## config.mk

```make
export PLATFORM = sky130hd
export DESIGN_NAME = gray_counter
export DESIGN_NICKNAME = d
export VERILOG_FILES = /design/src/rtl/gray_counter.sv
export SDC_FILE = /design/constraint.sdc
export NUM_CORES = 1
export LEC_CHECK = 0
export CORE_MARGIN = 2
export CORE_UTILIZATION = 25
export CTS_BUF_LIST = sky130_fd_sc_hd__clkbuf_2
export DETAILED_ROUTE_END_ITERATION = 8
export PLACE_DENSITY_LB_ADDON = 0.25
export SLEW_MARGIN = 0
export SYNTH_ARGS = -nofsm -noshare
export SYNTH_HDL_FRONTEND = slang
export SYNTH_SLANG_ARGS = --single-unit
```

## constraint.sdc

```tcl
create_clock -name clk -period 1.9 [get_ports clk]
set_input_delay 0.38 -clock clk [delete_from_list [all_inputs] [get_ports clk]]
set_output_delay 0.38 -clock clk [all_outputs]
set_load 0.005 [all_outputs]
```

## src/rtl/gray_counter.sv

```systemverilog
`default_nettype none
// ============================================================================
//  Module      : gray_counter
//  Description : Async-FIFO pointer: binary RAM address plus registered
//                Gray pointer for crossing into the other clock domain.
//  Revision    : 1.0 - initial release
// ============================================================================
module gray_counter #(
    parameter int size = 8
) (
    input  logic            clk,
    input  logic            rst_n,
    input  logic            inc,
    input  logic            status,
    output logic [size-1:0] adr_output,
    output logic [size:0]   ptr_output
);

    logic            inc_en;
    logic [size:0]   bin_q;
    logic [size:0]   bin_d;
    logic [size:0]   gray_q;
    logic [size:0]   gray_d;

    always_comb begin
        inc_en = inc & ~status;
        bin_d  = bin_q + {{size{1'b0}}, inc_en};
        gray_d = (bin_d >> 1) ^ bin_d;
    end

    // Gray is registered from bin_d rather than decoded from bin_q so the
    // pointer leaving this domain comes straight from flops.
    always_ff @(posedge clk) begin
        if (rst_n) begin
            bin_q  <= '0;
            gray_q <= '0;
        end else begin
            bin_q  <= bin_d;
            gray_q <= gray_d;
        end
    end

    assign adr_output = bin_q[size-1:0];
    assign ptr_output = gray_q;

`ifndef SYNTHESIS
    logic            chk_seen_q;
    logic            chk_live_q;
    logic            chk_en_q;
    logic [size:0]   chk_ptr_q;

    always_ff @(posedge clk) begin
        chk_seen_q <= chk_seen_q | rst_n;
        chk_live_q <= chk_seen_q & ~rst_n;
        chk_en_q   <= inc_en;
        chk_ptr_q  <= gray_q;
        if (chk_live_q) begin
            if (chk_en_q) begin
                assert ($countones(gray_q ^ chk_ptr_q) == 1)
                    else $error("gray_counter: pointer step changed other than one bit");
            end else begin
                assert (gray_q == chk_ptr_q)
                    else $error("gray_counter: pointer moved while disabled");
            end
        end
    end
`endif

endmodule
`default_nettype wire

```

==> results.py, run 1 <==
metrics = {
    "global_routing": {
        "globalRouteMet1Util_pct": 11.9,
        "antenna_found_initial": 0,
        "grt_most_used_layer": "met2",
        "grt_use_total_pct": 10.6,
        "use_met3_pct": 4.40,
        "grt_pass1_wl_um": 3410,
        "grt_start_max_net_pins": 14,
        "first_global_vias": 778,
        "global_route.overflow_total": 0,
        "grt_use_met2_pct": 18.6,
    },
    "timing": {
        "final-hold-violation-count": 0,
        "final_period_minus_worst_setup_slack_ns": 1.86,
        "maxClockFrequency_mhz": 538,
        "ratio_of_final_minimum_period_to_clock_period_pct": 97.7,
        "measured_slew_at_the_worst_slew_check_pin_ns": 0.435,
        "timing.max_slew.rel_slack_pct": 70.9,
        "final_max_slew_viol_count": 0,
        "hold_ws_ns": 0.595,
        "timing.final.ws_setup_ns": 0.0429,
        "clk_skew_ns": 0.00292,
        "setup_repair_after_global_routing_missed_its_margin": "true",
        "finalSetupTns_ns": 0,
        "finalSetupViolCount": 0,
    },
    "worst_hold_path": {
        "holdCritStartpoint": "bin_q[8]$_SDFF_PP0_",
        "min-delay-path-class": "flip-flop to flip-flop",
    },
    "cells_and_area": {
        "final_layout_size_suffix_gt1_share_pct": 26.4,
        "num-nets-final": 133,
        "final_core_occ_pct": 36.1,
        "finalNonFillerCells": 171,
        "diodes": 0,
        "filler_cell_count": 341,
        "final_area_um2": 1220,
        "areaGrowthSynthToFinish_pct": 37.0,
    },
    "cts": {
        "cts_root_buf": "clkbuf_2",
        "worstSkewPairLatency_ns": 0.31,
        "postCtsSetupRepairBufs": 0,
        "clock_tree.htree_level_count": 1,
        "cts_tree": "done",
        "clk_pin_slew_worst_paths_ns": 0.16,
        "holdBufCountCts": 0,
        "cts.path.max_buffers": 2,
        "cts.sinks": 17,
        "cts_made_buffers": 3,
    },
    "pwr": {
        "clock_power_share_pct": 29.4,
        "power.switching_uw": 143,
        "pwr-share-comb_pct": 8.4,
        "total_power_consumption_of_the_routed_design_uw": 591,
        "cellPowerDensity_nw_per_um2": 483,
        "power.leakage_nw": 0.449,
        "swShare_pct": 24.2,
        "seq_power_share_pct": 62.2,
        "irDropWorstVdd_mv": 0.345,
        "internal_power_uw": 448,
    },
    "critical_path": {
        "r2r_start": "bin_q[0]$_SDFF_PP0_",
        "path_class": "input port to flip-flop",
        "cp-end-kind": "flip-flop",
        "critPathArrivalTime_ns": 2.08,
        "crit_path_cells": "clkdlybuf4s50_1 -> nor2b_2 -> ha_2 -> ha_2 -> buf_6 -> nand2_1 -> o21ai_1 -> a32oi_2 -> mux2_2",
        "cp_data_required_time_ns": 2.12,
        "crit_path_launch": "inc",
        "worstPathMaxFanout": 6,
        "critPathSlowestCell": "clkdlybuf4s50_1",
        "worst_path_most_repeated_cell": "ha_2",
        "critical_path.max_stage_delay_ns": 0.39,
        "timing.critical_path.from_type": "input port",
    },
    "detailed_routing": {
        "drc_errors": 0,
        "dr_total_vias": 790,
        "wire_per_inst_um": 11.2,
        "avgViaCountPerCell": 4.62,
        "drt-pass1-iter-count": 4,
        "drc_marker_count_from_the_first_detailed_route_iteration": 14,
        "drtAntennaViolNets": 0,
        "postRouteWirelength_um": 1920,
    },
    "die": {
        "die_width_um": 63.8,
        "chipHeight_um": 63.8,
        "floorplan.die_area_um2": 4070,
        "floorplan.initialDensity_pct": 26.4,
        "row_count": 21,
        "core_area_um2": 3390,
        "io_pins": 21,
    },
    "placed_design": {
        "dpl.hpwl_um": 1370,
        "port_buffers": 20,
        "placed_cells": 167,
        "pre_cts_slack_ns": -0.353,
        "place_congestion": 0.778,
        "dpl_cell_area_um2": 1170,
    },
    "yosys": {
        "synth_seq_cells": 17,
        "syn_inst": 99,
        "synth.cell_area_um2": 893,
        "synthesis.nets": 106,
        "synthDistinctLibCells": 38,
        "netlist.top_cell.by_area": "dfxtp_1",
        "yosys-top-cells-area": "dfxtp_1, xor2_1, nor2_1",
        "fraction_of_post_synthesis_cell_area_in_the_top_cell_type_by_area_pct": 38.1,
        "per_instance_average_area_after_synthesis_um2": 9.02,
        "yosysSeqAreaShare_pct": 38.1,
        "ys.warnings.count": 0,
    },
    "outcome": {
        "status": "completed",
    },
    "flow_run": {
        "max_cap_viol_count": 0,
    },
}
-- power groups by stage --
| stage | logic (mW) | registers [mW] | clock network, mW |
|---|---|---|---|
| 2_1_floorplan | 0.0219 | 0.375 | 0 |
| 3_3_place_gp | 0.0485 | 0.375 | 0 |
| 3_5_place_dp | 0.0483 | 0.375 | 0 |
| 4_1_cts | 0.0494 | 0.368 | 0.187 |
| 5_1_grt | 0.0549 | 0.369 | 0.202 |
| 6_report | 0.0498 | 0.368 | 0.174 |
-- layer usage --
layer / share of wire (%) / wire length (um)
met5: 0 / 0
met4: 0.94 / 18
met1: 44 / 848
met2: 50 / 955
met3: 5.3 / 101
-- path summary, 6_finish.rpt --
path	endpoint	slack (ns)	cells past startpoint
setup / recovery	ptr_output[5]$_SDFF_PP0_	0.04	9
hold / removal	bin_q[8]$_SDFF_PP0_	0.60	2
setup reg to reg	ptr_output[5]$_SDFF_PP0_	0.28	7
hold reg to reg	bin_q[8]$_SDFF_PP0_	0.60	2
-- state kept, by name (all words and copies together), names as in the netlist --
register,flops
ptr_output,8
bin_q,9
-- cells by family after synthesis --
kind of cell,after synthesis,synth area share (%)
mux,4,5.32
simple gates,42,25.8
compound gates,17,13.4
flops,17,38.1
fa+ha+maj,3,4.20
buf+inv,8,5.32
xor+xnor,8,7.84
-- cell usage in the layout, fill, tap and decap left out, types with 3 or more instances in the layout --
master           synthesis  layout
clkdlybuf4s50_1          0      20
dfxtp_1                 17      13
nor2_1                  12      12
buf_4                    2       8
nand2_1                  6       6
nand3_1                  6       6
xor2_1                   6       6
nor2b_1                  5       4
dfxtp_2                  0       4
clkbuf_2                 0       4
o21ai_0                  4       3
a21oi_1                  3       3
nor3_1                   3       3
-- synthesized netlist by cell type (all sizes together) --
master and number:
dfxtp 17, nor2 12, nand2 6, nand3 6, xor2 6, buf 5, nor2b 5, o21ai 5
a21oi 4, nor3 4, ha 3, mux2 3, a22oi 2, clkbuf 2, nand4 2, or3 2
xnor2 2, a21boi 1, a21o 1, a32oi 1, and3 1, and4 1, inv 1, mux2i 1
nand2b 1, nor4 1, nor4b 1, o21a 1, o22ai 1, o31a 1
-- final cells by class --
type | count | area [um^2] | area share [%]
well taps | 46 | 57.6 | 4.70
inverters | 1 | 3.75 | 0.307
clock buffers | 4 | 20.0 | 1.64
repair buffers | 29 | 272 | 22.2
flip-flops and latches | 17 | 345 | 28.2
multi-input cells | 74 | 526 | 42.9
-- worst max-delay path: cells and delay by family --
kind                     cells  cell delay, ns
AO/OA/AOI/OAI                2            0.30
adder cells (fa/ha/maj)      2            0.33
buffers and inverters        2            0.52
multiplexers                 1            0.35
AND/OR/NAND/NOR              2            0.21
-- timing repair --
| item | 4_1_cts | 5_1_grt |
|---|---|---|
| cloned | 0 | 0 |
| setup endpoints to repair | 3 | 6 |
| gates resized for setup | 3 | 9 |
| pin swaps | 1 | 1 |
Note: power is estimated with default switching activity, not from simulation.
==> inputs of run 2 (changes only) <==
CTS_CLUSTER_DIAMETER = 200   (was default)
==> results of run 2 <==
The final DEF is identical to that of run 1; final timing and power are the same.
==> inputs of run 3 (changes only) <==
ABC_AREA = 0   (was default)
clock period = 1.8 ns   (was 1.9 ns; I/O delays follow)
==> results.py, run 3 (same netlist as run 1, synthesis figures left out) <==
metrics = {
    "detailed_routing": {
        "wire_per_inst_um": 11.4,
        "dr_total_vias": 796,
        "postRouteWirelength_um": 1970,
        "drc_errors": 0,
        "drc_marker_count_from_the_first_detailed_route_iteration": 59,
        "avgViaCountPerCell": 4.63,
        "drt-pass1-iter-count": 4,
        "drtAntennaViolNets": 0,
    },
    "die": {
        "floorplan.initialDensity_pct": 26.4,
        "io_pins": 21,
        "die_width_um": 63.8,
        "chipHeight_um": 63.8,
        "core_area_um2": 3390,
        "row_count": 21,
        "floorplan.die_area_um2": 4070,
    },
    "pwr": {
        "clock_power_share_pct": 29.6,
        "cellPowerDensity_nw_per_um2": 506,
        "irDropWorstVdd_mv": 0.405,
        "pwr-share-comb_pct": 9.0,
        "internal_power_uw": 476,
        "power.switching_uw": 159,
        "power.leakage_nw": 0.466,
        "seq_power_share_pct": 61.4,
        "swShare_pct": 25.0,
    },
    "placed_design": {
        "place_congestion": 0.805,
        "dpl.hpwl_um": 1440,
        "placed_cells": 168,
        "port_buffers": 20,
    },
    "cells_and_area": {
        "finalNonFillerCells": 172,
        "top_register": "bin_q",
        "areaGrowthSynthToFinish_pct": 40.6,
        "flip_flop_count_of_the_largest_register_all_copies_and_words_added": 9,
        "final_core_occ_pct": 37.1,
        "final_cell_mix": "clkdlybuf4s50_1, dfxtp_1, nor2_1",
        "final_common_cell": "clkdlybuf4s50_1",
        "final_layout_size_suffix_gt1_share_pct": 27.0,
        "diodes": 0,
        "num-nets-final": 134,
    },
    "timing": {
        "finalSetupViolCount": 0,
        "final_max_slew_viol_count": 0,
        "setup_repair_after_global_routing_missed_its_margin": "false",
        "final_period_minus_worst_setup_slack_ns": 1.72,
        "clk_skew_ns": 0.00126,
        "maxClockFrequency_mhz": 581,
        "measured_slew_at_the_worst_slew_check_pin_ns": 0.411,
        "timing.max_slew.rel_slack_pct": 72.5,
        "final-hold-violation-count": 0,
        "ratio_of_final_minimum_period_to_clock_period_pct": 95.6,
    },
    "global_routing": {
        "first_global_vias": 735,
        "grt_start_max_net_pins": 14,
        "grt_use_total_pct": 10.2,
        "antenna_found_initial": 0,
        "global_route.overflow_total": 0,
        "grt_pass1_wl_um": 3240,
    },
    "cts": {
        "cts_root_buf": "clkbuf_2",
        "cts.path.max_buffers": 2,
        "postCtsSetupRepairBufs": 0,
        "cts_tree": "done",
        "clk_pin_slew_worst_paths_ns": 0.17,
        "cts.sinks": 17,
        "clock_tree.htree_level_count": 1,
        "worstSkewPairLatency_ns": 0.30,
        "cts_made_buffers": 3,
    },
    "critical_path": {
        "critPathArrivalTime_ns": 1.36,
        "critPathBufInv": 1,
        "cpLargestDelayFamily": "buffers and inverters",
        "crit_path_cells": "clkdlybuf4s50_1",
        "cp-end-kind": "output pin",
        "r2r_cells": 7,
        "path_class": "flip-flop to output pin",
        "regToRegSetupSlack_ns": 0.21,
        "cp_data_required_time_ns": 1.44,
        "timing.critical_path.from_type": "flip-flop",
        "regToRegEndpoint": "ptr_output[5]$_SDFF_PP0_",
        "worstPathMaxFanout": 8,
        "critPathSlowestCell": "clkdlybuf4s50_1",
        "r2r_start": "bin_q[0]$_SDFF_PP0_",
        "critical_path.max_stage_delay_ns": 0.55,
    },
    "flow_run": {
        "max_cap_viol_count": 0,
    },
    "worst_hold_path": {
        "min_to": "bin_q[5]$_SDFF_PP0_",
        "worstHoldPathCells": 2,
        "holdCritStartpoint": "bin_q[5]$_SDFF_PP0_",
        "min-delay-path-class": "flip-flop to flip-flop",
    },
    "outcome": {
        "status": "completed",
    },
}
[run 3: cell count changes in the layout (fill, tap and decap cells not counted), sizes merged]
cell,delta
buf,+1
clkdlybuf4s50,-2
dlygate4sd2,+1
dlymetal6s2s,+1
[run 3: how the worst max path moves through the flow]
stage | start | endpoint | slack (ns) | cells past startpoint
3_5_place_dp | inc | ptr_output[5]$_SDFF_PP0_ | -0.41 | 9
3_3_place_gp | inc | ptr_output[4]$_SDFF_PP0_ | -0.39 | 8
2_1_floorplan | inc | ptr_output[5]$_SDFF_PP0_ | 0.01 | 8
4_1_cts | inc | ptr_output[7]$_SDFF_PP0_ | 0.01 | 7
5_1_grt | bin_q[7]$_SDFF_PP0_ | adr_output[7] | 0.003 | 1
6_report | bin_q[7]$_SDFF_PP0_ | adr_output[7] | 0.08 | 1
[run 3: timing repair]
action	CTS	global route
pin swaps	1	1
hold buffers	0	0
endpoints found under the setup margin	6	6
resized for setup	11	6
[run 3: tightest hold or removal path: stages, from the launching register on]
cell and delay [ns]:
dfxtp_2 0.40, o21ai_0 0.09, a21oi_1 0.06
[run 3: cell type report]
class | count | area [um^2]
Inverter | 1 | 3.75
Fill cell | 365 | 2130
Clock buffer | 4 | 20.0
Multi-Input combinational cell | 74 | 549
Sequential cell | 17 | 345
Timing Repair Buffer | 30 | 280
Tap cell | 46 | 57.6
[run 3: metal layers]
layer	up-vias	part of all wire [%]	track usage, %	wire [um]
li1	399	-	-	-
met1	370	42	11.5	829
met2	25	51	17.8	998
met3	2	6.1	4.23	120
met4	0	0.92	2.17	18
met5	-	0	0	0
[run 3: metrics by stage]
stage               hold slack, ns  TNS, ns  area (um^2)  total power, mW  worst slack [ns]
floorplan                    0.543        0          893            0.419            0.0116
global placement             0.545    -3.33         1180            0.447            -0.394
detailed placement           0.590    -3.67         1180            0.448            -0.409
CTS                          0.611        0         1230            0.638           0.00969
global route                 0.597        0         1260            0.665           0.00303
finish                       0.562        0         1260            0.635            0.0800
[run 3: power by group through the flow]
stage | Clock, mW | Combinational, mW | Sequential, mW
6_report | 0.188 | 0.0570 | 0.390
5_1_grt | 0.210 | 0.0632 | 0.392
4_1_cts | 0.194 | 0.0555 | 0.389
3_5_place_dp | 0 | 0.0515 | 0.396
3_3_place_gp | 0 | 0.0512 | 0.396
2_1_floorplan | 0 | 0.0232 | 0.396
